===== src/rtl/if_prefetch_queue.sv =====
`default_nettype none
// ============================================================================
// Module      : if_prefetch_queue
// Description : Instruction-fetch front end. It drives the instruction-memory
//               word address and absorbs the one-cycle SRAM read latency.
//               Fetched {instr, pc} pairs are buffered in a small FIFO and
//               offered to decode through a valid/ready handshake. A redirect
//               flushes the FIFO and restarts fetch at the new target.
// Ports       : clk            - clock, rising edge
//               rst            - asynchronous reset, active low
//               im_a           - IM word address (fetch byte address [15:2])
//               im_do          - IM read data, valid the cycle after im_a
//               redirect_valid - flush and restart fetch at redirect_pc
//               redirect_pc    - redirect byte address, bits [1:0] ignored
//               deq_valid      - head entry available
//               deq_ready      - decode accepts the head entry
//               deq_instr      - head instruction
//               deq_pc         - head byte PC
//               count          - occupied FIFO entries
// Revision    : 1.0 - initial release
// ============================================================================
module if_prefetch_queue #(
  parameter int          DEPTH    = 4,
  parameter logic [31:0] RESET_PC = 32'h0000_0000
) (
  input  logic                       clk,
  input  logic                       rst,
  output logic [13:0]                im_a,
  input  logic [31:0]                im_do,
  input  logic                       redirect_valid,
  input  logic [31:0]                redirect_pc,
  output logic                       deq_valid,
  input  logic                       deq_ready,
  output logic [31:0]                deq_instr,
  output logic [31:0]                deq_pc,
  output logic [$clog2(DEPTH+1)-1:0] count
);

  localparam int PW = $clog2(DEPTH);
  localparam int CW = $clog2(DEPTH + 1);

  logic [31:0]   fetch_pc;
  logic          issued_q;
  logic [31:0]   issued_pc_q;
  logic [PW-1:0] head;
  logic [PW-1:0] tail;
  logic [31:0]   fifo_instr [DEPTH];
  logic [31:0]   fifo_pc    [DEPTH];

  logic [31:0]   redirect_pc_al;
  logic [CW:0]   reserved;
  logic          issue;
  logic          push;
  logic          pop;
  logic          unused_redirect_lsbs;

  assign redirect_pc_al       = {redirect_pc[31:2], 2'b00};
  assign unused_redirect_lsbs = ^redirect_pc[1:0];

  // Space is reserved for the in-flight request so a returning word always
  // has a slot; a same-cycle dequeue is deliberately not credited.
  assign reserved = {1'b0, count} + {{CW{1'b0}}, issued_q};
  assign issue    = reserved < (CW+1)'(DEPTH);

  // Data returning during a redirect belongs to the abandoned path.
  assign push = issued_q & ~redirect_valid;
  assign pop  = deq_valid & deq_ready;

  assign im_a      = redirect_valid ? redirect_pc[15:2] : fetch_pc[15:2];
  assign deq_valid = (count != '0) && !redirect_valid;
  // Gated on occupancy so the outputs read zero when empty and under reset.
  assign deq_instr = (count != '0) ? fifo_instr[head] : 32'd0;
  assign deq_pc    = (count != '0) ? fifo_pc[head]    : 32'd0;

  always_ff @(posedge clk or negedge rst) begin
    if (!rst) begin
      fetch_pc    <= RESET_PC;
      issued_q    <= 1'b0;
      issued_pc_q <= 32'd0;
      head        <= '0;
      tail        <= '0;
      count       <= '0;
    end else if (redirect_valid) begin
      // Redirect overrides every other event and issues the target fetch.
      count       <= '0;
      head        <= '0;
      tail        <= '0;
      issued_q    <= 1'b1;
      issued_pc_q <= redirect_pc_al;
      fetch_pc    <= redirect_pc_al + 32'd4;
    end else begin
      if (issue) begin
        issued_q    <= 1'b1;
        issued_pc_q <= fetch_pc;
        fetch_pc    <= fetch_pc + 32'd4;
      end else begin
        issued_q    <= 1'b0;
      end
      if (push) tail <= tail + PW'(1);
      if (pop)  head <= head + PW'(1);
      case ({push, pop})
        2'b10:   count <= count + CW'(1);
        2'b01:   count <= count - CW'(1);
        default: count <= count;
      endcase
    end
  end

  // Storage needs no reset: entries are only visible while count covers them.
  always_ff @(posedge clk) begin
    if (push) begin
      fifo_instr[tail] <= im_do;
      fifo_pc[tail]    <= issued_pc_q;
    end
  end

  count_bound: assert property (@(posedge clk) disable iff (!rst)
                                count <= CW'(DEPTH));

endmodule
`default_nettype wire


===== config.mk =====
export PLATFORM = sky130hd
export DESIGN_NAME = if_prefetch_queue
export DESIGN_NICKNAME = d
export VERILOG_FILES = /design/src/rtl/if_prefetch_queue.sv
export SDC_FILE = /design/constraint.sdc
export NUM_CORES = 1
export LEC_CHECK = 0
export CAP_MARGIN = 5
export CELL_PAD_IN_SITES_DETAIL_PLACEMENT = 0
export CELL_PAD_IN_SITES_GLOBAL_PLACEMENT = 1
export CORE_ASPECT_RATIO = 0.6
export CORE_UTILIZATION = 51
export CTS_CLUSTER_DIAMETER = 120
export CTS_CLUSTER_SIZE = 12
export DETAILED_ROUTE_END_ITERATION = 12
export PLACE_DENSITY_LB_ADDON = 0.1
export SYNTH_ARGS = -nofsm -noshare
export SYNTH_HDL_FRONTEND = slang
export SYNTH_SLANG_ARGS = --single-unit

===== constraint.sdc =====
create_clock -name clk -period 7.9 [get_ports clk]
set_input_delay 0.79 -clock clk [delete_from_list [all_inputs] [get_ports clk]]
set_output_delay 0.79 -clock clk [all_outputs]
set_load 0.02 [all_outputs]

==> reports/metrics.csv, run 1 <==
metric,value,unit
power_density,335.0,nW/um2
grt_max_degree,94,
rsz0062_at_grt,no,
timing.fmax,0.2359,GHz
finalCriticalPeriod,4.238,ns
yosys.cell_types.count,51,
critPathMaxStageDelay,0.78,ns
io_pins,150,
gp_congestion,0.8077,
area_growth,20.01,%
slew-limit-headroom,34.00,%
setup_violations,0,
fin_setup_tns,0,ns
die_height,127.2,um
n_antenna_cell,0,
die_x,210.7,um
synth_cells,822,
nets,1040,
vias,7466,
run_status,finished clean,
dr.pass1.iters,7,
ant_nets,0,
critical_path_peak_fanout,46,
critical_path.slowest_cell,buf_4,
synth_edf_count,248,
cts_setup_buffers,0,
maxCapViolCount,0,
nFillCells,1882,
cts_resized,0,
wire_per_inst,20.24,um
regArea,9154,um2
hold_buffers,0,
power,5.356,mW
cts_inserted_buffers,30,
critPathArrivalTime,3.45,ns
ctsHtreeMaxLevel,1,
initialDrtViolationCount,482,
hpwl,16.07,mm
std_cell_rows,45,
core_area,25450,um2
path_clk_slew,0.07,ns
cpLargestDelayFamily,buffers and inverters,
slew_viol_final,0,
start_util,52.35,%
leakagePower,5.404,nW
cts_buffer_depth,3,
hold_path_class,input pin to async pin,
drc,0,
synth_warnings,0,
hold_viol_final,0,
avgSynthCellArea,16.21,um2
ys_seq_elements,316,
ir_worst_vdd,0.2719,mV
path_cells,"buf_4, mux4_2, and2_1, clkdlybuf4s50_1",
clkLatencyLatePin,0.55,ns
grt_usage,20.90,%
multi_input_area,3950,um2
globalRouteOverflowTotal,0,
endpoint_kind,primary output,
antenna_found_initial,0,
ys_seq_area_share,68.66,%
cts_tree,yes,
portBuffers,145,
finClkSkew,0.01132,ns
required,7.11,ns
clock-sinks,316,
syn_area,13320,um2
async_flop_share,21.52,%
wirelength,27.17,mm
viasPerCell,5.563,
grt_pass1_vias,7727,
final_layout_size_suffix_gt1_share,13.23,%
crit_type,register to primary output,
worst-path-buf-inv,2,
grt_pass1_wl,43.15,mm
startpoint_type,register,
finalCritPeriodShare,53.65,%
cts_root_buf,clkbuf_16,
fin_hold_ws,0.4519,ns
synthFlopType,edfxtp_1,
die_area,26800,um2
worst_pin_slew,0.9900,ns
[kinds of logic (layout without fill, tap and decap cells)]
family                     Yosys count  in the layout  share of synthesized area, %
AOI/OAI and AO/OA                   62             62                         2.686
xor gates and xnor gates            47             47                         3.089
adders and majority gates            6              6                        0.6198
buffers and inverters               57            224                         1.765
DFF                                316            316                         68.66
muxes                              111            111                         14.25
other                                1              2                       0.02814
and+or+nand+nor                    222            222                         8.893
[synth_stat cells, types with 2 or more instances]
cell / instances / area, um2
mux4_2: 62 / 1396
nor2_1: 43 / 161.4
or3_1: 2 / 12.51
nand2_1: 41 / 153.9
edfxtp_1: 248 / 7447
mux2i_1: 39 / 390.4
ha_1: 5 / 62.56
o21ai_0: 22 / 110.1
nand3_1: 19 / 95.09
inv_1: 11 / 41.29
o22ai_1: 2 / 12.51
a22o_1: 2 / 17.52
buf_4: 2 / 15.01
clkbuf_1: 22 / 82.58
nand4_1: 10 / 62.56
nand2b_1: 3 / 18.77
xnor2_1: 37 / 324.1
nor3_1: 13 / 65.06
buf_1: 15 / 56.30
nor2b_1: 2 / 12.51
nand3b_1: 5 / 37.54
mux2_2: 10 / 112.6
a21oi_1: 23 / 115.1
buf_2: 4 / 20.02
a22oi_1: 4 / 30.03
and2_1: 70 / 437.9
dfrtp_1: 68 / 1702
nand4b_1: 6 / 52.55
xor2_1: 10 / 87.58
[report_power, final]
part           switching (mW)  total, mW  internal [mW]
clock                   0.581       1.31          0.733
sequential              0.176       2.33           2.15
combinational           0.896       1.71          0.817
[path summary, 6_finish.rpt]
check,startpoint,endpoint,slack [ns],depth (start not counted)
max in group asynchronous,rst,head[0]$_DFFE_PN0P_,6.72,2
max,head[0]$_DFFE_PN0P_,deq_pc[7],3.66,4
min reg2reg,fetch_pc[3]$_DFFE_PN0P_,fetch_pc[3]$_DFFE_PN0P_,0.50,2
max reg2reg,count[1]$_DFFE_PN0P_,count[2]$_DFFE_PN0P_,5.04,9
min,rst,fetch_pc[5]$_DFFE_PN0P_,0.45,2
min in group clk,fetch_pc[3]$_DFFE_PN0P_,fetch_pc[3]$_DFFE_PN0P_,0.50,2
[area by class of cell]
| type | instances | share of cell area [%] |
|---|---|---|
| Sequential cell | 316 | 57.25 |
| Multi-Input combinational cell | 450 | 24.70 |
| Timing Repair Buffer | 156 | 9.546 |
| Clock buffer | 55 | 5.415 |
| Tap cell | 352 | 2.754 |
| Inverter | 12 | 0.2817 |
| Clock inverter | 1 | 0.05477 |
[placed cells by master, fill, tap and decap left out, types with 2 or more instances in the layout]
| cell | synthesis | layout |
|---|---|---|
| nand3_1 | 19 | 19 |
| mux4_2 | 62 | 62 |
| clkdlybuf4s50_1 | 0 | 143 |
| and2_2 | 0 | 4 |
| a22o_1 | 2 | 2 |
| nand2b_1 | 3 | 3 |
| nor2_1 | 43 | 43 |
| conb_1 | 1 | 2 |
| and2_1 | 70 | 66 |
| ha_1 | 5 | 5 |
| nand2_1 | 41 | 41 |
| o21ai_0 | 22 | 22 |
| xnor2_1 | 37 | 37 |
| nand4_1 | 10 | 10 |
| clkbuf_1 | 22 | 24 |
| inv_1 | 11 | 11 |
| nand4b_1 | 6 | 6 |
| o22ai_1 | 2 | 2 |
| clkbuf_16 | 0 | 31 |
| a21oi_1 | 23 | 23 |
| edfxtp_1 | 248 | 248 |
| buf_4 | 2 | 12 |
| mux2i_1 | 39 | 39 |
| a22oi_1 | 4 | 4 |
| nor2b_1 | 2 | 2 |
| xor2_1 | 10 | 10 |
| nor3_1 | 13 | 13 |
| mux2_2 | 10 | 10 |
| nand3b_1 | 5 | 5 |
| dfrtp_1 | 68 | 66 |
[stage by stage]
stage,util (%),setup slack [ns],cells,area [um2]
after floorplan,-,4.361,823,13330
after global placement,59.40,3.923,1286,15120
after detailed placement,59.40,3.927,1286,15120
after CTS,62.83,3.547,1342,15990
after global routing,62.83,3.420,1342,15990
final,62.83,3.662,1342,15990
[state kept, by name (all words and copies together) (netlist names)]
| name | flops |
|---|---|
| fetch_pc | 30 |
| head | 2 |
| tail | 2 |
| count | 3 |
| issued_pc_q | 30 |
| fifo_pc | 120 |
| fifo_instr | 128 |
| issued_q | 1 |
[routing by layer]
metal | track usage (%) | wire [um]
met1 | 29.85 | 12270
met2 | 34.30 | 13200
met3 | 3.859 | 1351
met4 | 3.708 | 346
met5 | 0 | 0
Power figures use the tool's default switching activity.
==> run 2: changes to the inputs <==
CORE_UTILIZATION = 43   (was 51)
clock period = 3.7 ns   (was 7.9 ns; I/O delays follow)
==> reports/metrics.csv, run 2 (same netlist as run 1, synthesis figures left out) <==
metric,value,unit,change
run_status,finished clean,,unchanged
timing.rr.start,count[1]$_DFFE_PN0P_,,unchanged
dr.pass1.iters,5,,was 7
rsz0062_at_grt,no,,unchanged
critPathMaxStageDelay,0.70,ns,was 0.78 ns
place_ws,0.5986,ns,was 3.927 ns
min_from,redirect_valid,,
vias,7445,,was 7466
wire_per_inst,20.26,um,was 20.24 um
critical_path.slowest_cell,dfrtp_4,,was buf_4
startpoint,head[0]$_DFFE_PN0P_,,unchanged
power_density,711.5,nW/um2,was 335.0 nW/um2
cts_inserted_buffers,30,,unchanged
globalRouteOverflowTotal,0,,unchanged
final_cell_mix,"edfxtp_1, clkdlybuf4s50_1, and2_1, dfrtp_1, mux4_2",,unchanged
multi_input_area,3950,um2,unchanged
top_register,fifo_instr,,unchanged
area_growth,21.51,%,was 20.01%
cp-endpoint,deq_pc[27],,was deq_pc[7]
wirelength,28.47,mm,was 27.17 mm
top_regs,"fifo_instr (128), fifo_pc (120)",,unchanged
finalCritPeriodShare,89.53,%,
finalCriticalPeriod,3.313,ns,
ctsHtreeMaxLevel,1,,unchanged
core_area,30230,um2,was 25450 um2
endpoint_kind,primary output,,unchanged
hpwl,17.61,mm,was 16.07 mm
worst_r2r_endpoint,count[2]$_DFFE_PN0P_,,unchanged
cts_tree,yes,,unchanged
antenna_found_initial,0,,unchanged
die_area,31720,um2,was 26800 um2
required,3.33,ns,was 7.11 ns
viasPerCell,5.299,,was 5.563
worst_pin_slew,0.9810,ns,was 0.9900 ns
start_util,44.08,%,was 52.35%
slew-limit-headroom,34.60,%,was 34.00%
grt_pass1_wl,45.42,mm,was 43.15 mm
ff2ff_setup_slack,0.90,ns,was 5.04 ns
crit_type,register to primary output,,unchanged
clock-sinks,316,,unchanged
cts_root_buf,clkbuf_16,,unchanged
cts_buffer_depth,3,,unchanged
maxCapViolCount,0,,unchanged
initialDrtViolationCount,531,,was 482
clkLatencyLatePin,0.56,ns,was 0.55 ns
drc,0,,unchanged
setup_violations,0,,unchanged
fin_ws,0.3874,ns,was 3.662 ns
startpoint_type,register,,unchanged
grt_max_degree,66,,was 94
nets,1047,,was 1040
reg2regPathDepth,9,,unchanged
leakagePower,5.457,nW,was 5.404 nW
io_pins,150,,unchanged
path_clk_slew,0.07,ns,about the same
n_antenna_cell,0,,unchanged
die_height,138.4,um,was 127.2 um
regArea,9154,um2,unchanged
final_layout_size_suffix_gt1_share,13.74,%,was 13.23%
std_cell_rows,49,,was 45
fin_setup_tns,0,ns,unchanged
timing.fmax,0.3019,GHz,
portBuffers,145,,unchanged
largest_register_ffs,128,,unchanged
grt_pass1_vias,7904,,was 7727
critPathArrivalTime,2.94,ns,was 3.45 ns
hold_path_class,input pin to register,,was input pin to async pin
path_cells,"buf_4, mux4_2, and2_1, clkdlybuf4s50_1",,unchanged
slew_viol_final,0,,unchanged
critical_path_peak_fanout,20,,was 46
ir_worst_vdd,0.4244,mV,was 0.2719 mV
cts_resized,0,,unchanged
die_x,229.3,um,was 210.7 um
grt_usage,18.44,%,was 20.90%
nFillCells,2480,,was 1882
finClkSkew,0.02087,ns,was 0.01132 ns
ant_nets,0,,unchanged
gp_congestion,0.7914,,was 0.8077
hold_viol_final,0,,unchanged
mostFrequentLayoutCell,edfxtp_1,,unchanged
run 2: power breakdown:
part	total, mW	leakage, nW	internal (mW)	switching [mW]
logic	3.72	1.96	1.80	1.91
clock network	2.82	0.415	1.56	1.25
registers	4.99	3.08	4.59	0.400
total	11.5	5.46	7.95	3.57
run 2: area by class of cell:
cell class	instances	share of cell area [%]
flip-flops and latches	316	56.54
clock inverters	1	0.05410
inverters	12	0.2782
repair buffers	163	10.23
well taps	408	3.153
clock buffers	55	5.348
multi-input cells	450	24.40
run 2: routing by layer:
layer | GRT usage, % | wire length, um | share of wire, % | vias up
li1 | - | - | - | 3408
met1 | 26.58 | 13520 | 47 | 3833
met4 | 4.000 | 433 | 1.5 | 0
met2 | 29.55 | 13460 | 47 | 168
met3 | 3.156 | 1055 | 3.7 | 36
met5 | 0 | 0 | 0 | -
run 2: worst min-delay path by stage:
stage	endpoint	cells after the start
finish	fetch_pc[16]$_DFFE_PN0P_	2
floorplan	count[0]$_DFFE_PN0P_	0
global route	fetch_pc[16]$_DFFE_PN0P_	2
CTS	fetch_pc[16]$_DFFE_PN0P_	2
global placement	fetch_pc[3]$_DFFE_PN0P_	2
detailed placement	fetch_pc[3]$_DFFE_PN0P_	2
run 2: repair_timing:
action                                 4_1_cts  5_1_grt
endpoints found under the hold margin       29        0
hold buffers                                 1        0
setup buffers                                0        0
run 2: worst max-delay path: cells and delay by family, from the launching register on:
kind          cells  cell delay, ns
mux               1            0.56
buf+inv           2            0.94
simple gates      1            0.18
flops             1            0.70
run 2: stage by stage:
stage / util (%) / power (mW) / std cells / cell area [um2] / hold slack [ns]
floorplan: - / 7.178 / 823 / 13330 / 0.07441
global placement: 50.64 / 8.784 / 1348 / 15310 / 0.4834
detailed placement: 50.64 / 8.858 / 1348 / 15310 / 0.4990
CTS: 53.57 / 11.72 / 1405 / 16190 / 0.3106
global route: 53.57 / 12.12 / 1405 / 16190 / 0.3309
finish: 53.57 / 11.52 / 1405 / 16190 / 0.3478
==> run 3: changes to the inputs <==
CORE_UTILIZATION = 47   (was 43)
clock period = 3.57 ns   (was 3.7 ns; I/O delays follow)
==> reports/metrics.csv, run 3 (same netlist as run 1, synthesis figures left out) <==
metric,value,unit,change
run_status,finished clean,,unchanged
portBuffers,145,,unchanged
worst-path-buf-inv,2,,unchanged
slew-limit-headroom,45.50,%,was 34.60%
critical_path.slowest_cell,dfrtp_4,,unchanged
mostFrequentLayoutCell,edfxtp_1,,unchanged
core_area,27700,um2,was 30230 um2
hold_viol_final,0,,unchanged
endpoint_kind,primary output,,unchanged
initialDrtViolationCount,584,,was 531
fin_area,16160,um2,was 16190 um2
cts_resized,0,,unchanged
hpwl,17.39,mm,was 17.61 mm
largest_register_ffs,128,,unchanged
drc,0,,unchanged
nets,1046,,was 1047
n_antenna_cell,0,,unchanged
worst_pin_slew,0.8163,ns,was 0.9810 ns
ff2ff_setup_slack,1.05,ns,was 0.90 ns
globalRouteOverflowTotal,0,,unchanged
die_area,29050,um2,was 31720 um2
critPathArrivalTime,2.90,ns,was 2.94 ns
finalCriticalPeriod,3.256,ns,
cts_inserted_buffers,30,,unchanged
viasPerCell,5.464,,was 5.299
setup_violations,0,,unchanged
fin_hold_ws,0.3873,ns,was 0.3478 ns
grt_max_degree,78,,was 66
final_cell_mix,"edfxtp_1, clkdlybuf4s50_1, and2_1, dfrtp_1, mux4_2",,unchanged
grt_pass1_vias,7693,,was 7904
wirelength,27.79,mm,was 28.47 mm
ant_nets,0,,unchanged
power_density,739.5,nW/um2,was 711.5 nW/um2
ctsHtreeMaxLevel,1,,unchanged
clock-sinks,316,,unchanged
cts_root_buf,clkbuf_16,,unchanged
leakagePower,5.463,nW,was 5.457 nW
reg2regPathDepth,5,,was 9
dr.pass1.iters,5,,unchanged
finalCritPeriodShare,91.21,%,
path_clk_slew,0.06,ns,was 0.07 ns
min_from,redirect_valid,,unchanged
fin_ws,0.3137,ns,was 0.3874 ns
top_register,fifo_instr,,unchanged
antenna_found_initial,0,,unchanged
crit_type,register to primary output,,unchanged
ir_worst_vdd,0.7558,mV,was 0.4244 mV
final_layout_size_suffix_gt1_share,13.65,%,was 13.74%
clkLatencyLatePin,0.56,ns,about the same
slew_viol_final,0,,unchanged
critPathMaxStageDelay,0.67,ns,was 0.70 ns
required,3.21,ns,was 3.33 ns
cpLargestDelayFamily,buffers and inverters,,unchanged
path_cells,"buf_12, mux4_2, and2_1, clkdlybuf4s50_1",,"was buf_4, mux4_2, and2_1, clkdlybuf4s50_1"
cts_tree,yes,,unchanged
grt_pass1_wl,43.64,mm,was 45.42 mm
vias,7447,,was 7445
die_x,219.4,um,was 229.3 um
top_regs,"fifo_instr (128), fifo_pc (120)",,unchanged
startpoint_type,register,,unchanged
whs_path_depth,3,,was 2
die_height,132.4,um,was 138.4 um
place_ws,0.7281,ns,was 0.5986 ns
wire_per_inst,20.39,um,was 20.26 um
fin_setup_tns,0,ns,unchanged
rsz0062_at_grt,no,,unchanged
area_growth,21.30,%,was 21.51%
placed_area,15280,um2,was 15310 um2
std_cell_rows,47,,was 49
start_util,48.10,%,was 44.08%
finClkSkew,0.02150,ns,was 0.02087 ns
timing.rr.start,issued_q$_DFF_PN0_,,was count[1]$_DFFE_PN0P_
gp_congestion,0.8468,,was 0.7914
hold_path_class,input pin to register,,unchanged
startpoint,head[0]$_DFFE_PN0P_,,unchanged
timing.fmax,0.3071,GHz,
crit_cells,4,,unchanged
critical_path_peak_fanout,32,,was 20
io_pins,150,,unchanged
cts_buffer_depth,3,,unchanged
maxCapViolCount,0,,unchanged
grt_usage,19.64,%,was 18.44%
## run 3: layer usage
metal | up-vias | global-route usage [%] | wire length [um]
met5 | - | 0 | 0
met4 | 0 | 4.707 | 530
met3 | 44 | 3.241 | 1202
met2 | 167 | 31.16 | 13290
met1 | 3825 | 28.60 | 12760
li1 | 3411 | - | -
## run 3: where the power goes
| part | total (mW) | leakage [nW] | internal [mW] | switching, mW |
|---|---|---|---|---|
| clock | 2.92 | 0.415 | 1.62 | 1.30 |
| combinational | 3.87 | 1.97 | 1.87 | 2.00 |
| sequential | 5.16 | 3.08 | 4.75 | 0.404 |
## run 3: layout make-up
type / count / area [um2]
sequential: 316 / 9154
inverter: 12 / 45.04
multi-input combinational: 450 / 3955
timing repair buffer: 162 / 1674
clock inverter: 1 / 8.758
tap: 367 / 459.2
clock buffer: 55 / 865.8
fill: 2122 / 11540
## run 3: final timing paths
path | endpoint
max in group asynchronous | fetch_pc[5]$_DFFE_PN0P_
min in group asynchronous | issued_pc_q[16]$_DFFE_PN0P_
max | deq_pc[11]
min reg2reg | fetch_pc[3]$_DFFE_PN0P_
max reg2reg | issued_pc_q[7]$_DFFE_PN0P_
min | issued_pc_q[5]$_DFFE_PN0P_
## run 3: stage by stage
stage          total power [mW]  cells  utilization, %
6_report                  11.95   1363           58.35
5_1_grt                   12.55   1363           58.35
3_5_place_dp              9.169   1306           55.16
3_3_place_gp              9.078   1306           55.16
2_1_floorplan             7.439    823               -
4_1_cts                   12.12   1363           58.35
## run 3: repair_timing
action,CTS,global route
hold endpoints to repair,30,0
buffers inserted,0,0
hold buffers,1,0
## run 3: tightest hold or removal path, stage by stage
cell     delay [ns]
buf_4          0.22
mux2i_1        0.18
a21oi_1        0.13
